File: src/rtl/sdram_write.sv
// sdram_write -- single-burst SDRAM write engine (write-path twin of the read engine).
//
// For each accepted request it walks this sequence:
//   ACTIVE -> tRCD wait -> WRITE (word 1) -> stream the remaining words
//   -> BURST TERMINATE -> tWR wait -> PRECHARGE all -> tRP wait -> wr_end.
// The mode register is set for full-page bursts, so the burst stops only
// when BURST TERMINATE is issued.
//
// Ports
//   sys_clk        in   100 MHz controller clock
//   sys_rst        in   synchronous reset, active-high
//   init_end       in   SDRAM initialisation complete
//   wr_en          in   write request level, sampled only while idle
//   wr_addr[23:0]  in   {bank[23:22], row[21:9], col[8:0]}
//   wr_burst_len   in   words to write, 1..512 (larger values are clamped)
//   wr_data        in   write-FIFO data, valid one cycle after wr_fifo_rd_en
//   wr_fifo_rd_en  out  write-FIFO read strobe
//   wr_busy        out  request in progress
//   wr_end         out  one-cycle pulse when the whole sequence is done
//   write_cmd      out  {cs_n, ras_n, cas_n, we_n}
//   write_ba       out  bank address
//   write_addr     out  A12..A0
//   wr_sdram_en    out  DQ output enable
//   wr_sdram_data  out  DQ write data
//
// Timing parameters must be at least 1 for TWR_CLK and TRP_CLK.
// TRCD_CLK may be 0.
module sdram_write #(
    parameter int TRCD_CLK = 2,
    parameter int TWR_CLK  = 2,
    parameter int TRP_CLK  = 2
) (
    input  logic        sys_clk,
    input  logic        sys_rst,
    input  logic        init_end,
    input  logic        wr_en,
    input  logic [23:0] wr_addr,
    input  logic [9:0]  wr_burst_len,
    input  logic [15:0] wr_data,
    output logic        wr_fifo_rd_en,
    output logic        wr_busy,
    output logic        wr_end,
    output logic [3:0]  write_cmd,
    output logic [1:0]  write_ba,
    output logic [12:0] write_addr,
    output logic        wr_sdram_en,
    output logic [15:0] wr_sdram_data
);

    localparam logic [3:0] CMD_NOP    = 4'b0111;
    localparam logic [3:0] CMD_ACTIVE = 4'b0011;
    localparam logic [3:0] CMD_WRITE  = 4'b0100;
    localparam logic [3:0] CMD_BTERM  = 4'b0110;
    localparam logic [3:0] CMD_PRE    = 4'b0010;

    localparam logic [9:0] MAX_LEN   = 10'd512;
    localparam logic [9:0] TRCD_LAST = 10'(TRCD_CLK - 1);
    localparam logic [9:0] TWR_LAST  = 10'(TWR_CLK - 1);
    localparam logic [9:0] TRP_LAST  = 10'(TRP_CLK - 2);

    typedef enum logic [3:0] {
        S_IDLE,
        S_ACTIVE,
        S_TRCD,
        S_WRITE,
        S_WR_DATA,
        S_TWR,
        S_PRE,
        S_TRP,
        S_END
    } state_t;

    state_t      state_q, state_d;
    logic [9:0]  cnt_q, cnt_d;
    logic [9:0]  len_q, len_d;
    logic [1:0]  bank_q, bank_d;
    logic [12:0] row_q, row_d;
    logic [8:0]  col_q, col_d;
    logic        accept;

    // A zero-length request is simply never accepted.
    assign accept = (state_q == S_IDLE) && wr_en && init_end && (wr_burst_len != 10'd0);

    // Request latch: address and clamped length are captured only on acceptance,
    // so the requester may change its inputs freely during the burst.
    always_comb begin
        len_d  = len_q;
        bank_d = bank_q;
        row_d  = row_q;
        col_d  = col_q;
        if (accept) begin
            len_d  = (wr_burst_len > MAX_LEN) ? MAX_LEN : wr_burst_len;
            bank_d = wr_addr[23:22];
            row_d  = wr_addr[21:9];
            col_d  = wr_addr[8:0];
        end
    end

    // Next-state logic. Wait states and the data phase share one counter that
    // restarts from zero whenever the state changes.
    always_comb begin
        state_d = state_q;
        case (state_q)
            S_IDLE: begin
                if (accept) state_d = S_ACTIVE;
            end
            S_ACTIVE: begin
                if (TRCD_CLK == 0) state_d = S_WRITE;
                else               state_d = S_TRCD;
            end
            S_TRCD: begin
                if (cnt_q == TRCD_LAST) state_d = S_WRITE;
            end
            S_WRITE: begin
                if (len_q == 10'd1) state_d = S_TWR;
                else                state_d = S_WR_DATA;
            end
            S_WR_DATA: begin
                // Counter value c covers word c+2; word L is the last one driven.
                if (cnt_q == len_q - 10'd2) state_d = S_TWR;
            end
            S_TWR: begin
                if (cnt_q == TWR_LAST) state_d = S_PRE;
            end
            S_PRE: begin
                if (TRP_CLK <= 1) state_d = S_END;
                else              state_d = S_TRP;
            end
            S_TRP: begin
                if (cnt_q == TRP_LAST) state_d = S_END;
            end
            S_END: begin
                state_d = S_IDLE;
            end
            default: begin
                state_d = S_IDLE;
            end
        endcase
        cnt_d = (state_d != state_q) ? 10'd0 : cnt_q + 10'd1;
    end

    // Output decode from the registered state. The FIFO strobe runs one cycle
    // ahead of the DQ enable because FIFO data appears a cycle after the read.
    always_comb begin
        write_cmd     = CMD_NOP;
        write_ba      = 2'b11;
        write_addr    = 13'h1fff;
        wr_fifo_rd_en = 1'b0;
        wr_sdram_en   = 1'b0;
        wr_end        = 1'b0;
        case (state_q)
            S_ACTIVE: begin
                write_cmd     = CMD_ACTIVE;
                write_ba      = bank_q;
                write_addr    = row_q;
                wr_fifo_rd_en = (TRCD_CLK == 0);
            end
            S_TRCD: begin
                wr_fifo_rd_en = (cnt_q == TRCD_LAST);
            end
            S_WRITE: begin
                // A10 stays low: no auto-precharge, the burst ends with B_TERM.
                write_cmd     = CMD_WRITE;
                write_ba      = bank_q;
                write_addr    = {4'b0000, col_q};
                wr_sdram_en   = 1'b1;
                wr_fifo_rd_en = (len_q >= 10'd2);
            end
            S_WR_DATA: begin
                wr_sdram_en   = 1'b1;
                wr_fifo_rd_en = ((cnt_q + 10'd3) <= len_q);
            end
            S_TWR: begin
                if (cnt_q == 10'd0) write_cmd = CMD_BTERM;
            end
            S_PRE: begin
                write_cmd  = CMD_PRE;
                write_ba   = 2'b00;
                write_addr = 13'h0400;
            end
            S_END: begin
                wr_end = 1'b1;
            end
            default: begin
            end
        endcase
    end

    assign wr_busy       = (state_q != S_IDLE);
    assign wr_sdram_data = wr_sdram_en ? wr_data : 16'h0000;

    // State and request registers. A reset mid-burst drops straight to idle
    // without a precharge; the controller re-initialises the device instead.
    always_ff @(posedge sys_clk) begin
        if (sys_rst) begin
            state_q <= S_IDLE;
            cnt_q   <= 10'd0;
            len_q   <= 10'd0;
            bank_q  <= 2'b00;
            row_q   <= 13'h0000;
            col_q   <= 9'h000;
        end else begin
            state_q <= state_d;
            cnt_q   <= cnt_d;
            len_q   <= len_d;
            bank_q  <= bank_d;
            row_q   <= row_d;
            col_q   <= col_d;
        end
    end

endmodule
File: config.mk
export PLATFORM = sky130hd
export DESIGN_NAME = sdram_write
export DESIGN_NICKNAME = d
export VERILOG_FILES = /design/src/rtl/sdram_write.sv
export SDC_FILE = /design/constraint.sdc
export NUM_CORES = 1
export LEC_CHECK = 0
export ABC_AREA = 1
export CORE_MARGIN = 2
export CORE_UTILIZATION = 65
export CTS_CLUSTER_DIAMETER = 200
export DETAILED_ROUTE_END_ITERATION = 12
export DONT_BUFFER_PORTS = 1
export HOLD_SLACK_MARGIN = 0.05
export PLACE_DENSITY = 0.89
export SYNTH_ARGS = -nofsm -noshare
export SYNTH_HDL_FRONTEND = slang
export SYNTH_SLANG_ARGS = --single-unit
File: constraint.sdc
create_clock -name sys_clk -period 3.9 [get_ports sys_clk]
set_input_delay 0.39 -clock sys_clk [delete_from_list [all_inputs] [get_ports sys_clk]]
set_output_delay 0.39 -clock sys_clk [all_outputs]
set_load 0.02 [all_outputs]
==> results.yml, run 1 <==
setup_path:
  critical_path_class: "reg2out"
  cp_max_fo: 5
  cp-end-kind: "output pin"
  critPathArrivalTime_ps: 2840
  start_kind: "register"
  required_ps: 3510
  r2r-start: "state_q[1]"
  cp-startpoint: "cnt_q[0]"
timing:
  rsz0062_at_grt: "no"
  fin_crit_ps: 3230
  setup_tns_ps: 0
  clock_skew_ps: 13.54
  setup_viol: 0
  tightest_slew_ps: 873.4
  drv_slew: 0
  max_freq_mhz: 309.6
  maxSlewHeadroom: 0.4156
  final_hold_viol_count: 0
  finalCritPeriodShare: 0.8282
power_and_ir_drop:
  p_clk_frac: 0.281
  comb_power_share: 0.247
  p_int_mw: 0.7553
  p_sw_frac: 0.3429
  leakage_nw: 1.401
  ir_drop_v: 0.0002832
  power.switching_mw: 0.3942
  pwr_density_cell_nw_per_um2: 358.3
  seq_power_share: 0.473
final_layout:
  drive_gt1_frac: 0.1072
  register_area_um2: 960.9
  finalInstanceArea_um2: 3208
  multi_input_area_um2: 1760
  num-nets-final: 524
  area_growth_pct: 2.972
  num_antenna_cells: 0
  nFillCells: 388
clocking:
  htree_levels: 2
  clkLatencyLatePin_ps: 310
  cts-root-buf: "clkbuf_8"
  cts_tree: "done"
  cts_buffer_depth: 2
  clock_sinks: 48
  cts_buffers: 5
  clkSlewWorstSetupHoldPaths_ps: 100
  postCtsSetupRepairBufs: 0
  cts_hold_buf: 0
  cts_resized: 0
run_status:
  status: "finished, final reports clean"
floorplan:
  ios: 93
  die_height_um: 73.23
  die_area_um2: 5363
  row_count: 25
  fp.coreArea_um2: 4661
  die_w_um: 73.23
  start_util: 0.6685
synth:
  synth_area_leaders: "dfxtp_1, inv_1, nand2_1"
  netlist_instances: 464
  synth_common_cells: "inv_1, nand2_1, dfxtp_1"
  yosys_warnings: 0
  synth_top_area_cell: "dfxtp_1"
  synth_area_um2: 3115
  synth_nets: 532
  ys_seq_area_frac: 0.3084
  yosys_register_bits: 48
  ys_async_sr_fraction: 0
  synthFlopType: "dfxtp_1"
  synth-edff-count: 0
  synth_top_area_share: 0.3084
  avgSynthCellArea_um2: 6.714
  yosys.cell_count.top_type: "inv_1"
  ys_types: 35
placement:
  gp_congestion: 1.012
  hpwl_um: 5685
  placed_area_um2: 3112
  io_buffer_count: 0
drt:
  drc: 0
  num_vias: 3022
  wl_per_cell_um: 14.55
  firstDrtPassIters: 7
  drt_wl_total_um: 7433
  drtIter0Drc: 239
  via_per_inst: 5.914
  postRouteAntennaNets: 0
min_path:
  hp-class: "in2reg"
  min_from: "sys_rst"
flow_run:
  max-cap-violations: 0
global_route:
  grt_pass1_wl_um: 11340
  track_usage: 0.2699
  grt_pass1_vias: 2554
  grt_max_degree: 33
  antenna_found_initial: 0
  grt-ovfl-total: 0
-- critical path, cell delays in order, from the launching register on --
cell and delay, ps:
dfxtp_1 440, inv_1 120, ha_1 240, nor3_1 300, nand3_1 180, nor2_1 150, xor2_1 90, ha_1 280
nand2_1 60, nor3_1 220, nand2_1 70, o21ai_0 100, nand2_1 80, nand3_1 210
-- sequential cells by signal, summed over array words and instances, names as in the netlist --
name     count
state_q      4
col_q        9
row_q       13
cnt_q       10
len_q       10
bank_q       2
-- cell usage in the layout (no fill, tap or decap) --
cell type,count
nand4_2,1
ha_1,14
or2_2,1
clkinv_2,1
nand3b_1,1
a21o_1,1
nor2_1,45
inv_6,1
o211ai_1,3
nand3_2,1
nor2_2,15
o221ai_1,9
nor2_4,3
nand2_1,69
xnor2_1,1
inv_1,74
o21a_1,1
a21oi_1,46
nor3_2,1
xor2_1,15
clkbuf_8,6
nor4_1,2
a211oi_1,5
nand3_1,21
o21a_4,1
nor3_1,12
inv_2,10
buf_4,1
nand4_1,4
conb_1,1
nand2_2,6
o21ai_0,36
dfxtp_1,48
nand2_8,1
-- final cells by class --
cell class,instances,area share
multi-input combinational,316,0.5488
sequential,48,0.2995
clock inverter,2,0.004290
inverter,84,0.09828
timing repair buffer,1,0.002340
tap,54,0.02106
clock buffer,6,0.02574
-- cell families (layout without fill, tap and decap cells) --
kind of cell | after synthesis | after routing | synth area share
other cells | 1 | 1 | 0.001204
xor+xnor | 16 | 16 | 0.04498
fa+ha+maj | 14 | 14 | 0.05623
compound gates | 102 | 102 | 0.1859
simple gates | 183 | 183 | 0.2767
flops | 48 | 48 | 0.3084
buf+inv | 100 | 93 | 0.1265
-- power by group through the flow --
stage | logic, mW | registers [mW] | clock network (mW)
global route | 0.318 | 0.547 | 0.345
floorplan | 0.233 | 0.549 | 0
finish | 0.284 | 0.543 | 0.322
CTS | 0.279 | 0.543 | 0.322
detailed placement | 0.276 | 0.554 | 0
global placement | 0.268 | 0.553 | 0
-- per-layer routing --
layer | global-route usage | share of wire | vias to the layer above
met3 | 0.06492 | 0.096 | 21
met1 | 0.3613 | 0.42 | 1354
met5 | 0 | 0 | -
met2 | 0.4284 | 0.46 | 175
li1 | - | - | 1472
met4 | 0.08436 | 0.021 | 0
-- through the flow --
stage,total power [mW],utilization,hold WS [ps],cells,setup slack (ps)
CTS,1.144,0.6883,137.3,511,738.3
global placement,0.8209,0.6677,434.4,503,1169
floorplan,0.7812,-,424.5,464,1339
global route,1.210,0.6883,120.8,511,470.7
finish,1.149,0.6883,132.2,511,670.2
detailed placement,0.8306,0.6677,446.8,503,1080
-- path summary, 6_finish.rpt --
kind / endpoint / slack [ps] / cells after the start
max: wr_fifo_rd_en / 670 / 13
min: state_q[1] / 130 / 1
max reg2reg: row_q[7] / 1860 / 7
min reg2reg: row_q[11] / 460 / 2
Note: power is estimated with default switching activity, not from simulation.
==> run 2, diff against run 1 <==
CORE_UTILIZATION = 58   (was 65)
PLACE_DENSITY = 0.84   (was 0.89)
clock period = 2.74 ns   (was 3.9 ns; I/O delays follow)
==> results.yml, run 2 (synthesis gave the netlist of run 1 again) <==
run_status:
  status: "finished, final reports clean"
clocking:
  cts_tree: "done"
  clkLatencyLatePin_ps: 310
  cts_buffers: 5
  htree_levels: 2
  cts_buffer_depth: 2
  clock_sinks: 48
  clkSlewWorstSetupHoldPaths_ps: 90
  cts-root-buf: "clkbuf_8"
drt:
  via_per_inst: 5.665
  firstDrtPassIters: 5
  drtIter0Drc: 221
  drc: 0
  postRouteAntennaNets: 0
  num_vias: 3014
  drt_wl_total_um: 7832
  wl_per_cell_um: 14.72
setup_path:
  slowest_delay_ps: 400
  crit_family: "simple AND/OR/NAND/NOR gates"
  cp_max_fo: 4
  critical_path_class: "reg2out"
  start_kind: "register"
  cp_cell_sequence: "inv_6 > ha_4 > nor3_4 > nand3_2 > nor2_2 > xor2_1 > ha_1 > nand2_1 > nor3_1 > nand2_1 > o21ai_1 > nand2_1 > nand3_4"
  cp-end-kind: "output pin"
  required_ps: 2470
  slowest_stage: "dfxtp_4"
  cpMostUsedCell: "nand2_1"
  r2r-start: "state_q[1]"
  cp.buffers_inverters: 1
  cp-startpoint: "cnt_q[1]"
  critPathArrivalTime_ps: 2430
global_route:
  track_usage: 0.2590
  antenna_found_initial: 0
  grt-ovfl-total: 0
  grt_pass1_wl_um: 12490
  grt_pass1_vias: 2747
  grt_max_degree: 37
power_and_ir_drop:
  leakage_nw: 1.453
  pwr_density_cell_nw_per_um2: 497.5
  ir_drop_v: 0.0003259
placement:
  placed_area_um2: 3147
  gp_congestion: 0.9267
  hpwl_um: 5885
  io_buffer_count: 0
flow_run:
  max-cap-violations: 0
final_layout:
  top_regs: "row_q: 13 flops, cnt_q: 10 flops, len_q: 10 flops"
  num-nets-final: 529
  drive_gt1_frac: 0.1515
  num_antenna_cells: 0
  finalInstanceArea_um2: 3361
  final_common_cell: "inv_1"
  final_cell_mix: "inv_1, nand2_1, dfxtp_1"
  largest-register: "row_q"
  largest_reg_flops: 13
  area_growth_pct: 7.871
timing:
  setup_viol: 0
  tightest_slew_ps: 887.4
  setup_tns_ps: 0
  rsz0062_at_grt: "yes"
  fin_crit_ps: 2707
  final_hold_viol_count: 0
  maxSlewHeadroom: 0.4062
  clock_skew_ps: 5.228
  finalCritPeriodShare: 0.9878
  max_freq_mhz: 369.5
  whs_ps: 161.9
  drv_slew: 0
min_path:
  hp-class: "in2reg"
  min_from: "wr_addr[21]"
floorplan:
  die_w_um: 77.29
  start_util: 0.6061
  fp.coreArea_um2: 5140
  row_count: 26
  die_height_um: 77.29
  die_area_um2: 5974
  ios: 93
run 2: changes by cell type in the layout (fill, tap and decap cells not counted), moves of 2 or more:
cell	previous run	this run
buf_4	1	5
dfxtp_1	48	45
nor3_1	12	9
a21oi_1	46	44
dfxtp_2	0	2
inv_1	74	72
nand2_1	69	67
nand2_2	6	8
nand3_1	21	19
nor2_1	45	43
nor3_2	1	3
run 2: layout make-up:
class                   count  area [um^2]
clock buffers               6        82.58
well taps                  70        87.58
repair buffers              6        47.55
multi-input cells         316         1842
flip-flops and latches     48        967.2
fillers                   443         1779
inverters                  84        320.3
clock inverters             2        13.76
run 2: per-stage QoR:
step	instances	setup slack (ps)	power (mW)	util
final	532	33.30	1.672	0.6538
after CTS	531	1.819	1.646	0.6378
after global placement	521	205.5	1.174	0.6122
after global routing	532	-120.6	1.770	0.6538
after detailed placement	521	88.06	1.189	0.6122
after floorplan	464	295.1	1.112	-
run 2: metal layers:
layer / track usage / wire length [um]
met1: 0.3233 / 3332
met2: 0.4261 / 3643
met3: 0.06471 / 664
met4: 0.1054 / 192
met5: 0 / 0
run 2: worst paths after layout:
check / end / slack (ps) / cells past startpoint
setup / recovery: wr_fifo_rd_en / 30 / 13
hold reg to reg: row_q[9] / 460 / 2
hold / removal: row_q[12] / 160 / 2
setup reg to reg: row_q[3] / 700 / 7
run 2: power by group:
group	internal (mW)	total [mW]	switching, mW	leakage [nW]
sequential	0.746	0.775	0.0298	0.395
combinational	0.139	0.441	0.302	1.01
clock	0.207	0.455	0.249	0.0516
run 2: repair_timing:
action	CTS	global route
hold buffers	1	0
setup buffers	1	1
pin swaps	1	8
gates resized for setup	5	21
setup endpoints to repair	1	1
hold endpoints to repair	11	0
==> run 3, diff against run 2 <==
ABC_AREA = default   (was 1)
CORE_MARGIN = 1.5   (was 2)
GPL_TIMING_DRIVEN = 1   (was default)
==> results.yml, run 3 <==
synth:
  synth_top_family_by_area: "simple AND/OR/NAND/NOR gates"
  synth_area_um2: 3156
  yosys.cell_count.top_type: "nand2_1"
  synth_common_cells: "nand2_1, dfxtp_1, a21oi_1"
  synth_top_area_cell: "dfxtp_1"
  synth_compound_gate_area_share: 0.1590
  synth_nets: 485
  synthXorXnorAreaFrac: 0.07216
  ys_async_sr_fraction: 0
  synthAdderAreaFrac: 0.05551
  synth-edff-count: 0
  synth_area_leaders: "dfxtp_1, nand2_1, a21oi_1"
  yosys_register_bits: 48
  synthFlopType: "dfxtp_1"
  netlist_instances: 417
  ys_types: 50
  ys_seq_area_frac: 0.3045
  avgSynthCellArea_um2: 7.567
  synth-simple-area-share: 0.3065
  muxShareOfSynthArea: 0.04163
  yosys_warnings: 0
  synth_top_area_share: 0.3045
placement:
  hpwl_um: 5706
  placed_area_um2: 3333
  io_buffer_count: 0
  preCtsSetupSlack_ps: 149.8
  gp_congestion: 0.9442
timing:
  maxSlewHeadroom: 0.4931
  fin_crit_ps: 2727
  tightest_slew_ps: 758.7
  final_hold_viol_count: 0
  clock_skew_ps: 11.88
  setup_viol: 0
  finalCritPeriodShare: 0.9954
  worst_slack_ps: 12.55
  max_freq_mhz: 366.6
  setup_tns_ps: 0
  drv_slew: 0
  rsz0062_at_grt: "yes"
final_layout:
  final_cell_mix: "nand2_1, dfxtp_1, a21oi_1"
  top_regs: "row_q: 13 flops, cnt_q: 10 flops, len_q: 10 flops"
  finalInstanceArea_um2: 3551
  multi_input_area_um2: 2029
  largest-register: "row_q"
  register_area_um2: 968.4
  num_antenna_cells: 0
  final_common_cell: "nand2_1"
  area_growth_pct: 12.53
  largest_reg_flops: 13
  num-nets-final: 498
  nFillCells: 443
  drive_gt1_frac: 0.1439
clocking:
  cts_tree: "done"
  cts_buffer_depth: 2
  clkLatencyLatePin_ps: 310
  clock_sinks: 48
  htree_levels: 2
  cts_buffers: 5
  clkSlewWorstSetupHoldPaths_ps: 100
  cts-root-buf: "clkbuf_8"
drt:
  drt_wl_total_um: 8166
  postRouteAntennaNets: 0
  num_vias: 2998
  wl_per_cell_um: 16.30
  via_per_inst: 5.984
  drc: 0
  firstDrtPassIters: 4
  drtIter0Drc: 239
run_status:
  status: "finished, final reports clean"
setup_path:
  r2r-start: "len_q[4]"
  critical_path_class: "reg2out"
  cp-end-kind: "output pin"
  r2r_slack_ps: 310
  r2r_end: "cnt_q[3]"
  required_ps: 2470
  critPathArrivalTime_ps: 2450
  reg2reg_depth: 6
  cp_max_fo: 5
  start_kind: "register"
floorplan:
  start_util: 0.6101
  row_count: 26
  fp.coreArea_um2: 5172
  ios: 93
  die_height_um: 76.76
  die_w_um: 76.76
  die_area_um2: 5892
global_route:
  antenna_found_initial: 0
  track_usage: 0.2835
  grt_pass1_wl_um: 13590
  grt_max_degree: 39
  grt-ovfl-total: 0
  grt_pass1_vias: 2823
power_and_ir_drop:
  leakage_nw: 1.374
  ir_drop_v: 0.0003773
  pwr_density_cell_nw_per_um2: 484.9
  p_total_mw: 1.722
flow_run:
  max-cap-violations: 0
min_path:
  min_path_cells: 2
  holdPathEnd: "row_q[11]"
  hp-class: "in2reg"
  min_from: "wr_addr[20]"
## run 3: where the power goes
group | total (mW) | leakage (nW) | switching (mW) | internal, mW
clock network | 0.623 | 0.0687 | 0.256 | 0.367
registers | 0.756 | 0.392 | 0.0285 | 0.728
logic | 0.342 | 0.913 | 0.205 | 0.137
## run 3: worst max path at each step
stage / from / end / slack (ps) / cells past startpoint
6_report: cnt_q[1] / wr_fifo_rd_en / 10 / 10
5_1_grt: cnt_q[1] / wr_fifo_rd_en / -100 / 10
4_1_cts: cnt_q[1] / wr_fifo_rd_en / 7 / 10
3_5_place_dp: cnt_q[1] / wr_fifo_rd_en / 150 / 10
3_3_place_gp: cnt_q[4] / wr_fifo_rd_en / 230 / 9
2_1_floorplan: cnt_q[3] / wr_fifo_rd_en / 230 / 10
## run 3: through the flow
| step | utilization | instances | hold slack [ps] |
|---|---|---|---|
| global route | 0.6865 | 501 | 77.03 |
| detailed placement | 0.6444 | 488 | 348.7 |
| finish | 0.6865 | 501 | 87.01 |
| floorplan | - | 417 | 410.0 |
| global placement | 0.6444 | 488 | 345.9 |
| CTS | 0.6846 | 500 | 85.76 |
## run 3: layout make-up
type	count	area share
Timing Repair Buffer	34	0.07541
Sequential cell	48	0.2727
Inverter	16	0.01691
Clock inverter	3	0.01938
Multi-Input combinational cell	325	0.5715
Tap cell	70	0.02467
Clock buffer	5	0.01938
## run 3: logic make-up after synthesis
group / Yosys count
compound gates: 82
xor+xnor: 26
fa+ha+maj: 14
buf+inv: 44
flops: 48
mux: 13
other cells: 1
simple gates: 189
## run 3: worst max-delay path: stages (launching register included)
cell and delay, ps:
dfxtp_4 390, inv_1 70, ha_1 200, nor2b_2 140
nand2_1 80, xnor2_1 130, ha_1 300, nand4_1 110
o32a_1 360, o221a_2 270, nand2_4 100
## run 3: metal layers
| metal | GRT usage | wire length, um |
|---|---|---|
| met1 | 0.3539 | 3301 |
| met3 | 0.07500 | 787 |
| met2 | 0.4858 | 3984 |
| met4 | 0.06481 | 92 |
| met5 | 0 | 0 |
## run 3: timing repair
action                                  4_1_cts  5_1_grt
cloned                                        0        0
resized for setup                            12        3
endpoints found under the hold margin        38        0
hold buffers                                  1        0
buffers inserted                              3        1
endpoints found under the setup margin        3       17
pin swaps                                     1        1
